### src/rtl/sdram_burst_scheduler.sv
// sdram_burst_scheduler
// Picks one SDRAM burst at a time (write from the capture FIFO or read for the
// display FIFO), tracks per-port frame addresses with frame wrap, and manages
// the ping-pong frame banks. Runs in the controller clock domain.
// Optional feature macro: READ_URGENT_EN. When defined, a read whose FIFO level
// is below URGENT_LVL wins arbitration outright. Undefined, arbitration is
// pure round-robin.
module sdram_burst_scheduler #(
    parameter int ADDR_W        = 24,
    parameter int LEN_W         = 10,
    parameter int RD_FIFO_DEPTH = 512,
    parameter int URGENT_LVL    = 64
) (
    input  logic              ref_clk,
    input  logic              rst,
    input  logic              sdram_init_done,
    input  logic              read_valid,
    input  logic              pingpong,
    input  logic [LEN_W-1:0]  burst_len,
    input  logic [ADDR_W-1:0] wr_min_addr,
    input  logic [ADDR_W-1:0] wr_max_addr,
    input  logic [ADDR_W-1:0] rd_min_addr,
    input  logic [ADDR_W-1:0] rd_max_addr,
    input  logic              wr_load,
    input  logic              rd_load,
    input  logic [LEN_W-1:0]  wr_fifo_cnt,
    input  logic [LEN_W-1:0]  rd_fifo_cnt,
    output logic              cmd_valid,
    output logic              cmd_write,
    output logic [ADDR_W-1:0] cmd_addr,
    output logic [LEN_W-1:0]  cmd_len,
    input  logic              cmd_ready,
    input  logic              cmd_done,
    output logic              frame_wr_done
);

    typedef enum logic [1:0] {
        ST_IDLE = 2'd0,
        ST_ARB  = 2'd1,
        ST_REQ  = 2'd2,
        ST_BUSY = 2'd3
    } state_t;

    localparam logic [LEN_W:0] DEPTH_X = (LEN_W+1)'(RD_FIFO_DEPTH);

    state_t            state;
    state_t            state_nxt;
    logic [ADDR_W-1:0] wr_addr;
    logic [ADDR_W-1:0] rd_addr;
    logic              wr_bank;
    logic              rd_bank;
    logic              last_grant_write;   // 1 = last grant went to the write port
    logic              wr_load_pend;
    logic              rd_load_pend;

    logic [LEN_W-1:0]  wr_len;
    logic [LEN_W-1:0]  rd_len;
    logic              wr_elig;
    logic              rd_elig;
    logic              grant;
    logic              grant_write;
    logic              burst_done;
    logic              wr_inflight;
    logic              rd_inflight;
    logic [ADDR_W-1:0] wr_next;
    logic [ADDR_W-1:0] rd_next;
    logic [ADDR_W-1:0] len_ext;

    // Burst length clipped to the words left before the frame end.
    function automatic logic [LEN_W-1:0] clip_len(
        input logic [LEN_W-1:0]  nominal,
        input logic [ADDR_W-1:0] max_a,
        input logic [ADDR_W-1:0] cur_a
    );
        logic [ADDR_W-1:0] remain;
        logic [ADDR_W-1:0] nominal_ext;
        remain      = max_a - cur_a;
        nominal_ext = {{(ADDR_W-LEN_W){1'b0}}, nominal};
        if (remain < nominal_ext) begin
            clip_len = remain[LEN_W-1:0];
        end else begin
            clip_len = nominal;
        end
    endfunction

    // Per-port burst sizing, eligibility and post-burst address arithmetic.
    always_comb begin
        wr_len      = clip_len(burst_len, wr_max_addr, wr_addr);
        rd_len      = clip_len(burst_len, rd_max_addr, rd_addr);
        // A port being reloaded this cycle is not granted from its stale address.
        wr_elig     = !wr_load && (wr_fifo_cnt >= wr_len);
        rd_elig     = read_valid && !rd_load &&
                      (({1'b0, rd_fifo_cnt} + {1'b0, rd_len}) <= DEPTH_X);
        len_ext     = {{(ADDR_W-LEN_W){1'b0}}, cmd_len};
        wr_next     = wr_addr + len_ext;
        rd_next     = rd_addr + len_ext;
        burst_done  = (state == ST_BUSY) && cmd_done;
        wr_inflight = ((state == ST_REQ) || (state == ST_BUSY)) && cmd_write;
        rd_inflight = ((state == ST_REQ) || (state == ST_BUSY)) && !cmd_write;
    end

    // Next-state logic and arbitration decision.
    always_comb begin
        state_nxt   = state;
        grant       = 1'b0;
        grant_write = 1'b0;
        case (state)
            ST_IDLE: begin
                if (sdram_init_done) begin
                    state_nxt = ST_ARB;
                end else begin
                    state_nxt = ST_IDLE;
                end
            end
            ST_ARB: begin
                if (!sdram_init_done) begin
                    state_nxt = ST_IDLE;
                end else if (wr_elig || rd_elig) begin
                    grant     = 1'b1;
                    state_nxt = ST_REQ;
                    if (wr_elig && rd_elig) begin
`ifdef READ_URGENT_EN
                        if (rd_fifo_cnt < LEN_W'(URGENT_LVL)) begin
                            grant_write = 1'b0;
                        end else begin
                            grant_write = !last_grant_write;
                        end
`else
                        grant_write = !last_grant_write;
`endif
                    end else begin
                        grant_write = wr_elig;
                    end
                end else begin
                    state_nxt = ST_ARB;
                end
            end
            ST_REQ: begin
                if (cmd_ready) begin
                    state_nxt = ST_BUSY;
                end else begin
                    state_nxt = ST_REQ;
                end
            end
            ST_BUSY: begin
                if (cmd_done) begin
                    state_nxt = sdram_init_done ? ST_ARB : ST_IDLE;
                end else begin
                    state_nxt = ST_BUSY;
                end
            end
            default: begin
                state_nxt = ST_IDLE;
            end
        endcase
    end

    // State register and latched command fields presented to the SDRAM core.
    always_ff @(posedge ref_clk or posedge rst) begin
        if (rst) begin
            state            <= ST_IDLE;
            cmd_valid        <= 1'b0;
            cmd_write        <= 1'b0;
            cmd_addr         <= {ADDR_W{1'b0}};
            cmd_len          <= {LEN_W{1'b0}};
            last_grant_write <= 1'b0;
        end else begin
            state <= state_nxt;
            if (grant) begin
                cmd_valid        <= 1'b1;
                cmd_write        <= grant_write;
                last_grant_write <= grant_write;
                if (grant_write) begin
                    cmd_len  <= wr_len;
                    cmd_addr <= {(pingpong ? wr_bank : 1'b0), wr_addr[ADDR_W-2:0]};
                end else begin
                    cmd_len  <= rd_len;
                    cmd_addr <= {(pingpong ? rd_bank : 1'b0), rd_addr[ADDR_W-2:0]};
                end
            end else if ((state == ST_REQ) && cmd_ready) begin
                cmd_valid <= 1'b0;
            end else begin
                cmd_valid <= cmd_valid;
            end
        end
    end

    // Write port address, bank, deferred load and end-of-frame pulse.
    always_ff @(posedge ref_clk or posedge rst) begin
        if (rst) begin
            wr_addr       <= {ADDR_W{1'b0}};
            wr_bank       <= 1'b0;
            wr_load_pend  <= 1'b0;
            frame_wr_done <= 1'b0;
        end else begin
            frame_wr_done <= 1'b0;
            if (wr_inflight) begin
                if (burst_done) begin
                    wr_load_pend <= 1'b0;
                    if (wr_load || wr_load_pend) begin
                        wr_addr <= wr_min_addr;
                        wr_bank <= 1'b0;
                    end else if (wr_next >= wr_max_addr) begin
                        wr_addr       <= wr_min_addr;
                        frame_wr_done <= 1'b1;
                        wr_bank       <= pingpong ? !wr_bank : wr_bank;
                    end else begin
                        wr_addr <= wr_next;
                    end
                end else if (wr_load) begin
                    wr_load_pend <= 1'b1;
                end else begin
                    wr_load_pend <= wr_load_pend;
                end
            end else if (wr_load) begin
                wr_addr      <= wr_min_addr;
                wr_bank      <= 1'b0;
                wr_load_pend <= 1'b0;
            end else begin
                wr_load_pend <= 1'b0;
            end
        end
    end

    // Read port address, bank selection at frame wrap and deferred load.
    always_ff @(posedge ref_clk or posedge rst) begin
        if (rst) begin
            rd_addr      <= {ADDR_W{1'b0}};
            rd_bank      <= 1'b0;
            rd_load_pend <= 1'b0;
        end else begin
            if (rd_inflight) begin
                if (burst_done) begin
                    rd_load_pend <= 1'b0;
                    if (rd_load || rd_load_pend) begin
                        rd_addr <= rd_min_addr;
                        rd_bank <= 1'b0;
                    end else if (rd_next >= rd_max_addr) begin
                        rd_addr <= rd_min_addr;
                        // Follow the newest fully written frame.
                        rd_bank <= pingpong ? !wr_bank : 1'b0;
                    end else begin
                        rd_addr <= rd_next;
                    end
                end else if (rd_load) begin
                    rd_load_pend <= 1'b1;
                end else begin
                    rd_load_pend <= rd_load_pend;
                end
            end else if (rd_load) begin
                rd_addr      <= rd_min_addr;
                rd_bank      <= 1'b0;
                rd_load_pend <= 1'b0;
            end else begin
                rd_load_pend <= 1'b0;
            end
        end
    end

endmodule

### config.mk
export PLATFORM = sky130hd
export DESIGN_NAME = sdram_burst_scheduler
export DESIGN_NICKNAME = d
export VERILOG_FILES = /design/src/rtl/sdram_burst_scheduler.sv
export SDC_FILE = /design/constraint.sdc
export NUM_CORES = 1
export LEC_CHECK = 0
export CAP_MARGIN = 20
export CORE_MARGIN = 1
export CORE_UTILIZATION = 34
export DETAILED_ROUTE_END_ITERATION = 6
export SYNTH_ARGS = -nofsm -noshare
export SYNTH_HDL_FRONTEND = slang
export SYNTH_SLANG_ARGS = --single-unit
export TNS_END_PERCENT = 50
### constraint.sdc
create_clock -name ref_clk -period 18.9 [get_ports ref_clk]
set_input_delay 1.89 -clock ref_clk [delete_from_list [all_inputs] [get_ports ref_clk]]
set_output_delay 1.89 -clock ref_clk [all_outputs]
set_load 0.03 [all_outputs]
# == Word level (Yosys, flattened, before mapping) ==
# Cells that the tools add are included.
# classes
n_mux,53
magnitude_cmp,6
n_eq_ne,10
add_sub_neg,5
n_reduce_logical,24
# ops
cell,n
24-bit 2-to-1 mux,11
24-bit by 10-bit adder with 24-bit output,2
24-bit >= comparator,2
24-bit by 10-bit less-than comparator with 1-bit output,2
24-bit subtractor,2
1-bit 2-to-1 mux,35
10-bit 2-to-1 mux,3
10-bit by 10-bit adder with 11-bit output,1
11-bit by 10-bit less-or-equal comparator with 1-bit output (second input constant),1
10-bit >= comparator,1
1-bit logical AND,8
2-bit case mux with 4 select lines,1
2-bit 2-to-1 mux,3
3-bit by 1-bit inequality test with 1-bit output (second input constant),2
3-bit inequality test (second input constant),2
2-bit nonzero test,3
2-bit == test (second input constant),2
1-bit logical NOT,4
1-bit logical OR,4
2-bit inequality test (second input constant),2
2-bit AND reduction,2
4-bit AND reduction,1
3-bit by 2-bit inequality test with 1-bit output (second input constant),1
3-bit AND reduction,1
2 further kinds,2
# word_totals
regBits,91
inputBits,135
wordCells,110
out_inout_bits,37

# == Depth between registers and ports, before layout ==
# depth
ltp_word,12
mapped_depth,34
ltp_nobuf,31

# == Worst setup path before layout ==
# OpenSTA, ideal clock, no wires.
# synth_timing
kind,input-to-reg
startpoint,in rd_max_addr[0]
endpoint,reg cmd_len[1]
t_required_ns,18.808
path_slack_ns,9.806
path_stages,33
setup_time_ns,0.092
n_path_buf,3
arrival_ns,9.002
cell_sequence,inv_1 > ha_1 > inv_1 > fa_1 > a211o_1 > a21o_1 > a31oi_1 > xnor2_1 > ha_1 > o21ai_0 > o22ai_1 > or4_1 > a2111o_1 > a2111oi_2 > o2111ai_1 > or4_4 > a2111oi_4 > buf_6 > mux2i_1 > ha_1 > inv_1 > fa_1 > nand3b_1 > a31oi_1 > nor2_1 > xnor2_1 > or3_1 > o32ai_1 > a41o_1 > clkbuf_1 > clkbuf_1 > nand2_1 > o221ai_1
# synth_via
elab_chain_len,12
word_cells_on_any_way,16
classes_between,2 x add/sub; 2 x order compare; 9 x mux; 3 x reduce/logical
# synth_lines
item,line,source
from (decl),23,"input logic [ADDR_W-1:0] rd_max_addr,"
24-bit subtractor *,77,remain = max_a - cur_a;
24-bit by 10-bit less-than comparator with 1-bit output,79,if (remain < nominal_ext) begin
10-bit 2-to-1 mux *,79,
10-bit by 10-bit adder with 11-bit output,93,"(({1'b0, rd_fifo_cnt} + {1'b0, rd_len}) <= DEPTH_X);"
11-bit by 10-bit less-or-equal comparator with 1-bit output,93,
1-bit logical AND,92,rd_elig = read_valid && !rd_load &&
1-bit logical AND,121,if (wr_elig && rd_elig) begin
1-bit 2-to-1 mux,121,
1-bit 2-to-1 mux,118,end else if (wr_elig || rd_elig) begin
1-bit 2-to-1 mux,116,if (!sdram_init_done) begin
1-bit 2-to-1 mux,107,case (state)
10-bit 2-to-1 mux,173,if (grant_write) begin
to (signal assigned),165,cmd_len <= {LEN_W{1'b0}};
to (signal assigned),174,cmd_len <= wr_len;
to (signal assigned),177,cmd_len <= rd_len;
to (decl),31,"output logic [LEN_W-1:0] cmd_len,"
# Every way passes the cells marked *; elsewhere a longest branch is shown, timed or not.
# A chain may end at the register's enable or synchronous reset.

# == Worst setup path after layout ==
# layout_timing
startpoint,in rd_max_addr[0]
endpoint,reg cmd_len[6]
# The elaborated chain is that of the path after synthesis.

==> out/qor.txt <==
placed insts: 1,879
slowest cell delay on critical path: 0.90 ns
Core ar.: 0.0307 mm²
endpoints failing hold: 0
pwr dens: 141 mW/mm²
antenna-violating nets left: 0
syn_area_per_cell: 7.96 µm²
met1 Use GR: 33.9%
count of non-filler cells in the finished layout: 1,895
Ys Warns: 0
Detailed Place HPWL: 30,300 µm
Post-Syn Instances: 1,341
RSZ-0062 raised after global routing: false
met2 Usage GRT: 37.4%
Synth Flop Type: dfrtp_1
failing checks: design-rule violations
ANT cells: 0
Post-CTS Setup Inserts: 0
# port buffers: 171
hold slack: 0.487 ns
CP max FO: 36
DIE HEIGHT: 179 µm
CTS Buffer Depth: 2
Worst Max-Slew Pin Slew: 0.986 ns
GR Util All Layers: 23.4%
setup TNS: 0 ns
GRT Max-Usage Layer: met2
Hold Buf Count CTS: 0
Core Rows: 64
TritonCTS clock tree: yes
Area contributors post-synth: dfrtp_1 (21%), ha_1 (18%), mux2i_1 (5.9%)
CP Data Arrival Time: 10.82 ns
register area share after synthesis: 21.3%
GRT overflow: 0
Routed Wire Length: 36,800 µm
critical path capture point type: register
max-capacitance violation count: 0
Hold Crit Class: reg -> reg
Critical Path Slowest Stage Cell: a41o_2
routed vias/inst: 5.51
mux cell area share after synthesis: 6.01%
Max Freq: 0.0948 GHz
post-cts sizing count: 0
#FFs+latches synth: 91
Post-Synth XOR/XNOR Area: 6.32%
dpl ws: 7.97 ns
final worst-path cycle share: 55.8%
area leader, netlist: dfrtp_1
via count: 10,400
Syn Std Cell Area: 0.0107 mm²
H-Tree Depth: 3
Worst Skew: 0.0168 ns
layout cells sized above 1: 2.94%
number of global-route vias before repair: 10,000
post-route minimum period: 10.55 ns
global-route wire length before repair: 57,000 µm
wire length per cell: 19.4 µm
DR DRC count: 20
CP Class: in -> reg
Final Setup Violations: 0
CP startpoint kind: input port
critical path required time: 19.16 ns
max_slew headroom: 32.6%
Initial Util: 34.7%
CTS Sinks: 91
initial antenna violation count: 0
area added between synthesis and finish: 23.1%
Root Driver: clkbuf_16
Post-synth EDFFs: 0
die boundary width: 179 µm
synth unique cells: 74
Initial DRC Count: 748
CTS buffer count: 9
ys async rst share: 100%
First-pass DRT Iterations: 7
largest family of logic cells by synthesized area: compound AO/OA/AOI/OAI gates
setup ws final: 8.35 ns
largest net degree at the start of global routing: 56
Final Wtd Congestion: 0.925
post-synthesis compound-gate area fraction: 24.2%
status: complete, but fails checks
Synth Area in Simple Gates: 16.7%
I/O pin total: 172
Die ar.: 0.0321 mm²
layout net count: 1,789
Final Max Slew Viols: 0
post-synthesis adder-cell area fraction: 19.1%
P_leak: 6.22 nW
syn nets: 1,636
clk slew on worst S/H paths: 0.08 ns
GR Util met3: 2.54%
VDD IR max: 0.0000566 V
Yosys top cell area share: 21.3%
insertion delay to the later sink of the worst-skew pair: 0.36 ns
[critical path: cells and delay by family]
kind / cells / cell delay [ns]
simple gates: 6 / 1.97
mux: 1 / 0.29
fa+ha+maj: 5 / 1.48
xor+xnor: 2 / 0.31
compound gates: 13 / 3.97
buf+inv: 5 / 0.92
[worst paths after layout]
check | depth (start not counted) | startpoint | slack, ns | to
worst max register to register | 30 | rd_addr[0]$_DFFE_PP0P_ | 9.84 | cmd_len[6]$_DFFE_PP0P_
min in group asynchronous | 2 | rst | 1.91 | wr_addr[21]$_DFFE_PP0P_
worst min-delay path | 2 | cmd_addr[19]$_DFFE_PP0P_ | 0.49 | cmd_addr[19]$_DFFE_PP0P_
worst min register to register | 2 | cmd_addr[19]$_DFFE_PP0P_ | 0.49 | cmd_addr[19]$_DFFE_PP0P_
worst max-delay path | 32 | rd_max_addr[0] | 8.35 | cmd_len[6]$_DFFE_PP0P_
max in group asynchronous | 3 | rst | 15.82 | rd_addr[0]$_DFFE_PP0P_
[registers in the layout, summed over array words and instances (netlist names)]
name              cells
cmd_addr             24
rd_addr              24
wr_addr              24
cmd_len              10
state                 2
cmd_valid             1
frame_wr_done         1
last_grant_write      1
rd_bank               1
rd_load_pend          1
wr_bank               1
wr_load_pend          1
[cell usage in the layout (no fill, tap or decap), types with 8 or more instances in the layout]
master,Yosys,layout
o22ai_1,11,11
or4_1,8,8
o21a_1,11,11
o221ai_1,9,9
clkdlybuf4s50_1,0,171
nand3_1,34,34
nand4_1,15,15
ha_1,155,155
o211ai_1,17,17
o21ai_0,101,99
xnor2_1,56,56
o21bai_1,11,11
clkbuf_16,0,9
nand2b_1,18,18
mux2i_1,63,63
xor2_1,21,21
inv_1,138,137
or3_1,12,12
a21o_1,47,47
a21oi_1,93,93
a211oi_1,18,18
nor3_1,36,36
a31oi_1,16,16
dfrtp_1,91,91
buf_4,0,11
nand2_1,141,140
nor2_1,66,65
and3_1,9,9
[cell usage after synthesis (21+ instances only)]
master    number
o21ai_0      101
mux2i_1       63
ha_1         155
dfrtp_1       91
inv_1        138
xnor2_1       56
xor2_1        21
nand2_1      141
clkbuf_1      33
nand3_1       34
nor3_1        36
a21oi_1       93
nor2_1        66
a21o_1        47
[logic make-up after synthesis]
kind of cell               after synthesis
AOI/OAI and AO/OA                      396
adders and majority gates              160
muxes                                   64
and+or+nand+nor                        375
buffers and inverters                  178
xor gates and xnor gates                77
DFF                                     91
[through the flow]
stage | utilization, % | power, mW | instance area, µm²
finish | 42.7 | 1.86 | 13100
floorplan | - | 1.23 | 10700
global route | 42.7 | 2.02 | 13100
global placement | 41.7 | 1.63 | 12800
detailed placement | 41.7 | 1.64 | 12800
CTS | 42.7 | 1.85 | 13100
[per-layer routing]
metal / vias to the layer above / routed length, µm
met2: 311 / 16500
met5: - / 0
li1: 5168 / -
met1: 4929 / 18000
met4: 0 / 527
met3: 32 / 1730
[area by class of cell]
type | instances | area (µm²)
Multi-Input combinational cell | 1072 | 7730
Timing Repair Buffer | 182 | 1790
Clock inverter | 7 | 92.6
Fill cell | 3161 | 17600
Sequential cell | 91 | 2280
Clock buffer | 9 | 225
Tap cell | 396 | 495
Inverter | 138 | 520
[power breakdown]
| group | internal, mW | switching (mW) |
|---|---|---|
| Sequential | 0.266 | 0.117 |
| Clock | 0.106 | 0.0966 |
| Combinational | 0.535 | 0.736 |
| Total | 0.907 | 0.949 |
Note: power is estimated with default switching activity, not from simulation.
